==> config.mk <==
export PLATFORM = sky130hd
export DESIGN_NAME = tlb_maint_ctrl
export DESIGN_NICKNAME = d
export VERILOG_FILES = /design/src/rtl/tlb_maint_ctrl.sv
export SDC_FILE = /design/constraint.sdc
export NUM_CORES = 1
export LEC_CHECK = 0
export CAP_MARGIN = 0
export CELL_PAD_IN_SITES_DETAIL_PLACEMENT = 0
export CELL_PAD_IN_SITES_GLOBAL_PLACEMENT = 1
export CORE_AREA = 2 2 179 181
export DETAILED_ROUTE_END_ITERATION = 8
export DIE_AREA = 0 0 181 183
export GPL_TIMING_DRIVEN = 1
export PLACE_DENSITY_LB_ADDON = 0.1
export SLEW_MARGIN = 0
export SYNTH_ARGS = -nofsm -noshare
export SYNTH_HDL_FRONTEND = slang
export SYNTH_SLANG_ARGS = --single-unit
==> constraint.sdc <==
create_clock -name clk -period 2.55 [get_ports clk]
set_input_delay 0.6375 -clock clk [delete_from_list [all_inputs] [get_ports clk]]
set_output_delay 0.6375 -clock clk [all_outputs]
set_load 0.005 [all_outputs]
==> src/rtl/tlb_maint_ctrl.sv <==
// Sequencer for TLB maintenance ops (TLBP/TLBR/TLBWI/TLBWR); owns Random and Wired.
// Latency: TLBR/TLBWI/TLBWR done 2 cycles after accept, TLBP done 2+k (hit at k) or 33 (miss).
// Backpressure: cmd_ready only in IDLE; cmd_valid while busy is dropped, not queued.
// Optional build macro TLB_PROBE_MULTI_HIT_EN: full 32-entry probe scan with a multi_hit flag.
module tlb_maint_ctrl #(
    parameter int ENTRIES = 32,
    parameter int HDR_W   = 44,
    parameter int ENT_W   = 50
) (
    input  logic             clk,
    input  logic             rst_n,
    input  logic             cmd_valid,
    input  logic [1:0]       cmd_op,
    output logic             cmd_ready,
    output logic             done,
    input  logic [4:0]       index_in,
    input  logic [HDR_W-1:0] header_in,
    input  logic [ENT_W-1:0] entry_in,
    input  logic             wired_we,
    input  logic [4:0]       wired_in,
    output logic [4:0]       random,
    output logic [4:0]       wired,
    output logic [4:0]       probe_index,
    output logic             probe_miss,
`ifdef TLB_PROBE_MULTI_HIT_EN
    output logic             multi_hit,
`endif
    output logic [HDR_W-1:0] rd_header,
    output logic [ENT_W-1:0] rd_entry,
    output logic [4:0]       tlb_indexC,
    input  logic [HDR_W-1:0] tlb_headerC,
    input  logic [ENT_W-1:0] tlb_entryC,
    output logic [4:0]       tlb_indexD,
    input  logic [HDR_W-1:0] tlb_headerD,
    output logic             tlb_we,
    output logic [ENT_W-1:0] tlb_dataIn,
    output logic [HDR_W-1:0] tlb_headerIn
);

    localparam logic [4:0] LAST_IDX = 5'(ENTRIES - 1);

    localparam logic [1:0] OP_TLBP  = 2'b00;
    localparam logic [1:0] OP_TLBR  = 2'b01;
    localparam logic [1:0] OP_TLBWI = 2'b10;
    localparam logic [1:0] OP_TLBWR = 2'b11;

    typedef enum logic [1:0] {
        IDLE  = 2'd0,
        PROBE = 2'd1,
        READ  = 2'd2,
        WRITE = 2'd3
    } state_t;

    state_t            state;
    logic [HDR_W-1:0]  key_q;
    logic [ENT_W-1:0]  ent_q;

    // Probe compare against the entry currently addressed on port D.
    // Stored PageMask[16:1] widens the page, so those VPN2 bits are don't-care.
    logic [18:0] vpn_mask;
    logic        vpn_hit;
    logic        asid_hit;
    logic        probe_hit;

    assign vpn_mask  = {3'b000, tlb_headerD[16:1]};
    assign vpn_hit   = ((tlb_headerD[43:25] ^ key_q[43:25]) & ~vpn_mask) == 19'd0;
    assign asid_hit  = tlb_headerD[0] | (tlb_headerD[24:17] == key_q[24:17]);
    assign probe_hit = vpn_hit & asid_hit;

    assign cmd_ready    = (state == IDLE);
    assign tlb_dataIn   = ent_q;
    assign tlb_headerIn = key_q;

    // Wired register: software-loaded lower bound for Random.
    always_ff @(posedge clk or negedge rst_n) begin
        if (!rst_n) begin
            wired <= 5'd0;
        end else if (wired_we) begin
            wired <= wired_in;
        end
    end

    // Random register: free-running down-counter that wraps from wired back to the top.
    always_ff @(posedge clk or negedge rst_n) begin
        if (!rst_n) begin
            random <= LAST_IDX;
        end else if (wired_we) begin
            random <= LAST_IDX;
        end else if (random == wired) begin
            random <= LAST_IDX;
        end else begin
            random <= random - 5'd1;
        end
    end

`ifdef TLB_PROBE_MULTI_HIT_EN
    logic       found_q;
    logic [4:0] first_q;
    logic       dup_q;
    logic       hit_any;
    logic [4:0] first_idx;

    assign hit_any   = found_q | probe_hit;
    assign first_idx = found_q ? first_q : tlb_indexD;
`endif

    // Command sequencer; tlb_indexD doubles as the probe scan pointer.
    always_ff @(posedge clk or negedge rst_n) begin
        if (!rst_n) begin
            state       <= IDLE;
            done        <= 1'b0;
            tlb_we      <= 1'b0;
            probe_index <= 5'd0;
            probe_miss  <= 1'b0;
            rd_header   <= '0;
            rd_entry    <= '0;
            tlb_indexC  <= 5'd0;
            tlb_indexD  <= 5'd0;
            key_q       <= '0;
            ent_q       <= '0;
`ifdef TLB_PROBE_MULTI_HIT_EN
            multi_hit   <= 1'b0;
            found_q     <= 1'b0;
            first_q     <= 5'd0;
            dup_q       <= 1'b0;
`endif
        end else begin
            done   <= 1'b0;
            tlb_we <= 1'b0;
            case (state)
                IDLE: begin
                    if (cmd_valid) begin
                        key_q <= header_in;
                        ent_q <= entry_in;
                        case (cmd_op)
                            OP_TLBP: begin
                                state      <= PROBE;
                                tlb_indexD <= 5'd0;
`ifdef TLB_PROBE_MULTI_HIT_EN
                                found_q    <= 1'b0;
                                dup_q      <= 1'b0;
`endif
                            end
                            OP_TLBR: begin
                                state      <= READ;
                                tlb_indexC <= index_in;
                            end
                            OP_TLBWI: begin
                                state      <= WRITE;
                                tlb_indexD <= index_in;
                                tlb_we     <= 1'b1;
                            end
                            default: begin
                                // TLBWR target is Random as it stands at the accept edge.
                                state      <= WRITE;
                                tlb_indexD <= random;
                                tlb_we     <= 1'b1;
                            end
                        endcase
                    end
                end
                PROBE: begin
`ifdef TLB_PROBE_MULTI_HIT_EN
                    if (probe_hit && !found_q) begin
                        found_q <= 1'b1;
                        first_q <= tlb_indexD;
                    end
                    if (probe_hit && found_q) begin
                        dup_q <= 1'b1;
                    end
                    if (tlb_indexD == LAST_IDX) begin
                        state     <= IDLE;
                        done      <= 1'b1;
                        multi_hit <= dup_q | (probe_hit & found_q);
                        if (hit_any) begin
                            probe_index <= first_idx;
                            probe_miss  <= 1'b0;
                        end else begin
                            probe_miss  <= 1'b1;
                        end
                    end else begin
                        tlb_indexD <= tlb_indexD + 5'd1;
                    end
`else
                    if (probe_hit) begin
                        state       <= IDLE;
                        done        <= 1'b1;
                        probe_index <= tlb_indexD;
                        probe_miss  <= 1'b0;
                    end else if (tlb_indexD == LAST_IDX) begin
                        state      <= IDLE;
                        done       <= 1'b1;
                        probe_miss <= 1'b1;
                    end else begin
                        tlb_indexD <= tlb_indexD + 5'd1;
                    end
`endif
                end
                READ: begin
                    state     <= IDLE;
                    done      <= 1'b1;
                    rd_header <= tlb_headerC;
                    rd_entry  <= tlb_entryC;
                end
                default: begin
                    // WRITE: storage commits at this edge; tlb_we drops with it.
                    state <= IDLE;
                    done  <= 1'b1;
                end
            endcase
        end
    end

endmodule

==> flow_metrics.py, run 1 <==
metrics = {
    "critical_path": {
        "cp-startpoint": "state[1]",
        "rr_endpoint": "probe_index[4]",
        "worstPathArrival_ns": 1.79,
        "start_kind": "register",
        "rrSetupSlack_ns": 0.44,
        "crit_fanout": 5,
        "endpoint_kind": "output port",
        "reg2reg_depth": 7,
        "cp.required_ns": 1.91,
        "crit_type": "register to output port",
        "rr_startpoint": "tlb_headerIn[25]",
    },
    "clock_network": {
        "insertion_delay_ns": 0.53,
        "post_cts_buffers": 0,
        "clockBufferDepth": 3,
        "cts-root-buf": "clkbuf_16",
        "cts_sinks": 218,
        "clk_pin_slew_worst_paths_ns": 0.06,
        "htree_levels": 1,
        "cts_tree": "yes",
        "cts_buffers": 27,
    },
    "place": {
        "dpl.hpwl_um": 22500,
        "gp_congestion": 0.772,
        "dp_slack_ns": -0.208,
        "port_buffers": 464,
    },
    "yosys": {
        "synth_top_area_share_pct": 61.5,
        "synth_cell_types": 38,
        "syn_nets": 807,
        "ys_warn_count": 0,
        "ys_top_cells_by_area": "dfrtp_1, mux2_2, xnor2_1",
        "synthCells": 556,
        "yosysTopAreaCell": "dfrtp_1",
        "yosys_register_bits": 218,
        "syn-mean-instance-area_um2": 15.6,
        "synth-seq-area-share_pct": 63.0,
        "syn-cell-area_mm2": 0.00867,
    },
    "min_path": {
        "hold_path.class": "register to register",
        "min_from": "random[0]",
        "hold_depth": 1,
        "holdPathEnd": "random[0]",
    },
    "die": {
        "ios": 465,
        "fp.coreArea_mm2": 0.0312,
        "dieArea_mm2": 0.0331,
        "start_util_pct": 27.8,
        "die_h_um": 183,
        "core.rowCount": 65,
        "fp.dieW_um": 181,
    },
    "grt": {
        "grt_pass1_wl_um": 43600,
        "antenna_found_initial": 3,
        "grt_max_degree": 81,
        "grt_usage_pct": 17.2,
        "grt_pass1_vias": 6862,
        "grt_overflow_total": 0,
    },
    "power": {
        "ir_drop_uv": 612,
        "total_power_uw": 17100,
        "power_density_mw_per_mm2": 1160,
        "cellLeakagePower_uw": 0.00605,
    },
    "sta": {
        "fin_skew_ns": 0.0163,
        "slew_headroom_pct": 64.4,
        "maxSlewViolCount": 0,
        "fin_setup_tns_ns": 0,
        "tightest_slew_ns": 0.532,
        "fin_crit_ns": 2.42,
        "worst_slack_ns": 0.127,
        "setup_viol": 0,
        "rsz0062_at_grt": "false",
        "hold_viol_final": 0,
        "fin_crit_sh_pct": 95.0,
        "fmaxAchievable_mhz": 413,
    },
    "layout": {
        "syn_to_final_growth_pct": 70.9,
        "final_common_cell": "clkdlybuf4s50_1",
        "final_cell_mix": "clkdlybuf4s50_1, dfrtp_1, mux2_2",
        "final_nets": 1295,
        "finalCoreUtilization_pct": 47.4,
        "layout-drive-gt1-share_pct": 25.9,
    },
    "route": {
        "drc": 0,
        "drt_wl_total_um": 29100,
        "drt_iter0_markers": 183,
        "vias_per_cell": 4.37,
        "ant_nets": 0,
        "vias": 6418,
        "wl_per_cell_um": 19.8,
        "dr.pass1.iters": 4,
    },
    "status": {
        "status": "finished, final reports clean",
    },
    "job": {
        "maxCapViolCount": 0,
    },
}
[cell usage after synthesis]
master	number
ha_1	3
a311oi_1	2
dfrtp_1	213
a21o_1	1
a31oi_1	1
dfstp_2	5
and3_1	3
o21ai_4	1
a31o_2	2
nor4_1	1
a41o_1	1
o21a_1	2
nor2_1	10
nor4_2	1
mux2_2	205
a221oi_1	4
and2b_1	1
clkbuf_1	4
and4_4	1
a22oi_1	1
nor3_1	3
and2_1	1
nor2b_1	3
o22ai_1	8
buf_4	1
nand3_1	1
inv_1	4
nand4_2	1
nand2b_1	2
xor2_1	10
xnor2_1	25
nor2_4	1
buf_1	1
o31ai_1	1
o211ai_1	1
nand2_1	10
buf_2	17
a21oi_1	4
[how the worst max path moves through the flow]
stage                           to  slack [ns]
global placement    probe_index[4]       -0.22
CTS                      cmd_ready        0.07
floorplan           probe_index[0]        0.50
detailed placement  probe_index[4]       -0.21
finish                   cmd_ready        0.13
global route             cmd_ready        0.06
[worst max-delay path: stages, from the launching register on]
cell	delay (ns)
dfrtp_1	0.45
nor2_1	0.26
clkdlybuf4s50_1	0.56
[where the power goes]
group	switching, µW	leakage [µW]	total [µW]	internal, µW
Combinational	2320	0.00306	7230	4920
Clock	1450	0.000430	3760	2300
Sequential	1020	0.00256	6150	5130
[final cells by class]
type	instances	area, µm²
Tap cell	402	503
Fill cell	2886	16400
Antenna cell	2	5.00
Multi-Input combinational cell	311	3090
Inverter	4	15.0
Clock buffer	43	786
Sequential cell	218	5460
Clock inverter	7	88.8
Timing Repair Buffer	482	4860
[layer usage]
metal | up-vias | track usage (%) | share of wire (%)
met2 | 300 | 30.3 | 50
met5 | - | 0 | 0
met1 | 3127 | 19.2 | 37
met3 | 32 | 7.90 | 11
li1 | 2959 | - | -
met4 | 0 | 3.74 | 1.5
[state kept, by name, summed over array words and instances, names as in the netlist]
name,flops
probe_miss,1
rd_header,44
tlb_indexC,5
random,5
state,2
wired,5
rd_entry,50
tlb_dataIn,50
tlb_we,1
probe_index,5
tlb_indexD,5
tlb_headerIn,44
done,1
[logic make-up (layout without fill, tap and decap cells)]
kind of cell / count (synthesis) / count (layout) / share of synthesized area, %
flops: 218 / 218 / 63.0
fa+ha+maj: 3 / 3 / 0.433
other cells: 0 / 2 / 0
compound gates: 29 / 29 / 2.51
simple gates: 39 / 39 / 2.45
mux: 205 / 205 / 26.6
buf+inv: 27 / 536 / 1.46
xor+xnor: 35 / 35 / 3.54
[through the flow]
step / instances / hold WS (ns) / cell area [µm²]
2_1_floorplan: 556 / 0.342 / 8670
3_3_place_gp: 1416 / 0.486 / 13900
3_5_place_dp: 1416 / 0.487 / 13900
4_1_cts: 1467 / 0.504 / 14800
5_1_grt: 1469 / 0.511 / 14800
6_report: 1469 / 0.495 / 14800
[timing repair]
action                    in CTS  in global routing
hold buffers                   1                  0
gates resized for setup        0                  0
hold endpoints to repair       2                  0
Note: power is estimated with default switching activity, not from simulation.
==> run 2, diff against run 1 <==
--- a/config.mk
+++ b/config.mk
@@ -11,7 +11,8 @@
 export CORE_AREA = 2 2 179 181
 export DETAILED_ROUTE_END_ITERATION = 8
 export DIE_AREA = 0 0 181 183
-export GPL_TIMING_DRIVEN = 1
+export DONT_BUFFER_PORTS = 1
+export GPL_TIMING_DRIVEN = 0
 export PLACE_DENSITY_LB_ADDON = 0.1
 export SLEW_MARGIN = 0
 export SYNTH_ARGS = -nofsm -noshare
==> run 2 against run 1 <==
  * The flow now finishes with violations (negative hold slack)
  * Final cell count shrank 32%
  * Routed wire length shrank 17%
  * Sequential share of layout area rose by 18 points
  * Maximum frequency increased by 5.0%
  * Non-clock buffer count decreased by 459
  * Utilization decreased by 15 points
  * Flip-flop and latch count is the same
  * Largest cell class unchanged
==> flow_metrics.py, run 2 (synthesis gave the netlist of run 1 again) <==
metrics = {
    "critical_path": {
        "endpoint_kind": "register",
        "cpMaxStageDelayCell": "nor4_1",
        "cp_num_buf_inv": 0,
        "reg2reg_depth": 6,
        "start_kind": "register",
        "cp.required_ns": 2.96,
        "crit_type": "register to register",
        "rr_endpoint": "probe_index[4]",
        "rrSetupSlack_ns": 0.24,
        "crit_fanout": 6,
        "worstPathArrival_ns": 2.72,
        "rr_startpoint": "tlb_headerIn[20]",
        "cpPeakStageDelay_ns": 0.43,
        "path_cells": "xor2_1, nor4_1, a41o_1, nand4_2, nor2_4, mux2_2",
        "cp_top_family": "simple AND/OR/NAND/NOR gates",
    },
    "power": {
        "power_density_mw_per_mm2": 1330,
        "ir_drop_uv": 537,
        "cellLeakagePower_uw": 0.00417,
    },
    "grt": {
        "grt_pass1_wl_um": 35600,
        "grt_overflow_total": 0,
        "grt_pass1_vias": 5378,
        "grt_usage_pct": 14.1,
        "grt_max_degree": 219,
        "antenna_found_initial": 2,
    },
    "sta": {
        "hold_viol_final": 216,
        "rsz0062_at_grt": "false",
        "fin_skew_ns": 0.00665,
        "maxSlewViolCount": 0,
        "tightest_slew_ns": 0.895,
        "fmaxAchievable_mhz": 433,
        "holdWs_ns": -0.187,
        "fin_crit_sh_pct": 90.5,
        "fin_setup_tns_ns": 0,
        "setup_viol": 0,
        "slew_headroom_pct": 40.3,
        "fin_crit_ns": 2.31,
    },
    "route": {
        "drt_wl_total_um": 24200,
        "vias": 4765,
        "vias_per_cell": 4.74,
        "drc": 0,
        "wl_per_cell_um": 24.0,
        "ant_nets": 0,
        "drt_iter0_markers": 139,
        "dr.pass1.iters": 4,
    },
    "die": {
        "fp.coreArea_mm2": 0.0312,
        "die_h_um": 183,
        "core.rowCount": 65,
        "fp.dieW_um": 181,
        "dieArea_mm2": 0.0331,
        "ios": 465,
        "start_util_pct": 27.8,
    },
    "clock_network": {
        "cts_buffers": 26,
        "clockBufferDepth": 3,
        "post_cts_buffers": 0,
        "htree_levels": 1,
        "cts-root-buf": "clkbuf_16",
        "insertion_delay_ns": 0.52,
        "clk_pin_slew_worst_paths_ns": 0.06,
        "cts_sinks": 218,
        "cts-resized-gates": 0,
        "cts_tree": "yes",
    },
    "layout": {
        "syn_to_final_growth_pct": 15.4,
        "finalCoreUtilization_pct": 32.0,
        "final_common_cell": "dfrtp_1",
        "layout-drive-gt1-share_pct": 46.2,
        "final_nets": 835,
        "final_cell_mix": "dfrtp_1, mux2_2, clkbuf_16",
    },
    "job": {
        "maxCapViolCount": 0,
    },
    "place": {
        "dpl.hpwl_um": 18600,
        "gp_congestion": 0.766,
        "port_buffers": 0,
    },
    "min_path": {
        "hold_path.class": "input pin to asynchronous set/reset pin",
    },
    "status": {
        "violations": "negative hold slack",
        "status": "finished, violations left",
    },
}
run 2: metal layers:
layer	global-route usage, %	share of wire (%)	vias to the layer above
met2	25.6	52	310
met1	14.0	32	2375
met3	6.87	12	47
met5	0	0.050	-
li1	-	-	2031
met4	5.17	3.6	2
run 2: worst max-delay path by stage:
| stage | slack [ns] | cells after the start | from | to |
|---|---|---|---|---|
| floorplan | 0.50 | 6 | tlb_headerD[37] | probe_index[0] |
| detailed placement | 0.07 | 6 | tlb_headerD[18] | probe_index[4] |
| global route | 0.06 | 6 | tlb_headerIn[20] | probe_index[4] |
| CTS | 0.22 | 6 | tlb_headerIn[18] | probe_index[3] |
| finish | 0.24 | 6 | tlb_headerIn[20] | probe_index[4] |
| global placement | 0.08 | 6 | tlb_headerD[20] | probe_index[4] |
run 2: cell type report:
class	instances	area (µm²)
Fill cell	3088	21200
Sequential cell	218	5460
Multi-Input combinational cell	311	3080
Clock buffer	33	728
Tap cell	402	503
Buffer	23	111
Clock inverter	13	100
Inverter	4	15.0
Antenna cell	1	2.50
run 2: power breakdown:
group | switching, µW | internal, µW
registers | 1710 | 5140
logic | 1050 | 1840
clock network | 1430 | 2110
total | 4190 | 9100
run 2: per-stage QoR:
| stage | total power [µW] | setup WS [ns] | std cells | instance area (µm²) |
|---|---|---|---|---|
| floorplan | 8720 | 0.496 | 556 | 8670 |
| global placement | 9830 | 0.0816 | 958 | 9170 |
| detailed placement | 9910 | 0.0702 | 958 | 9170 |
| CTS | 13600 | 0.220 | 1004 | 10000 |
| global route | 14100 | 0.0556 | 1005 | 10000 |
| finish | 13300 | 0.241 | 1005 | 10000 |
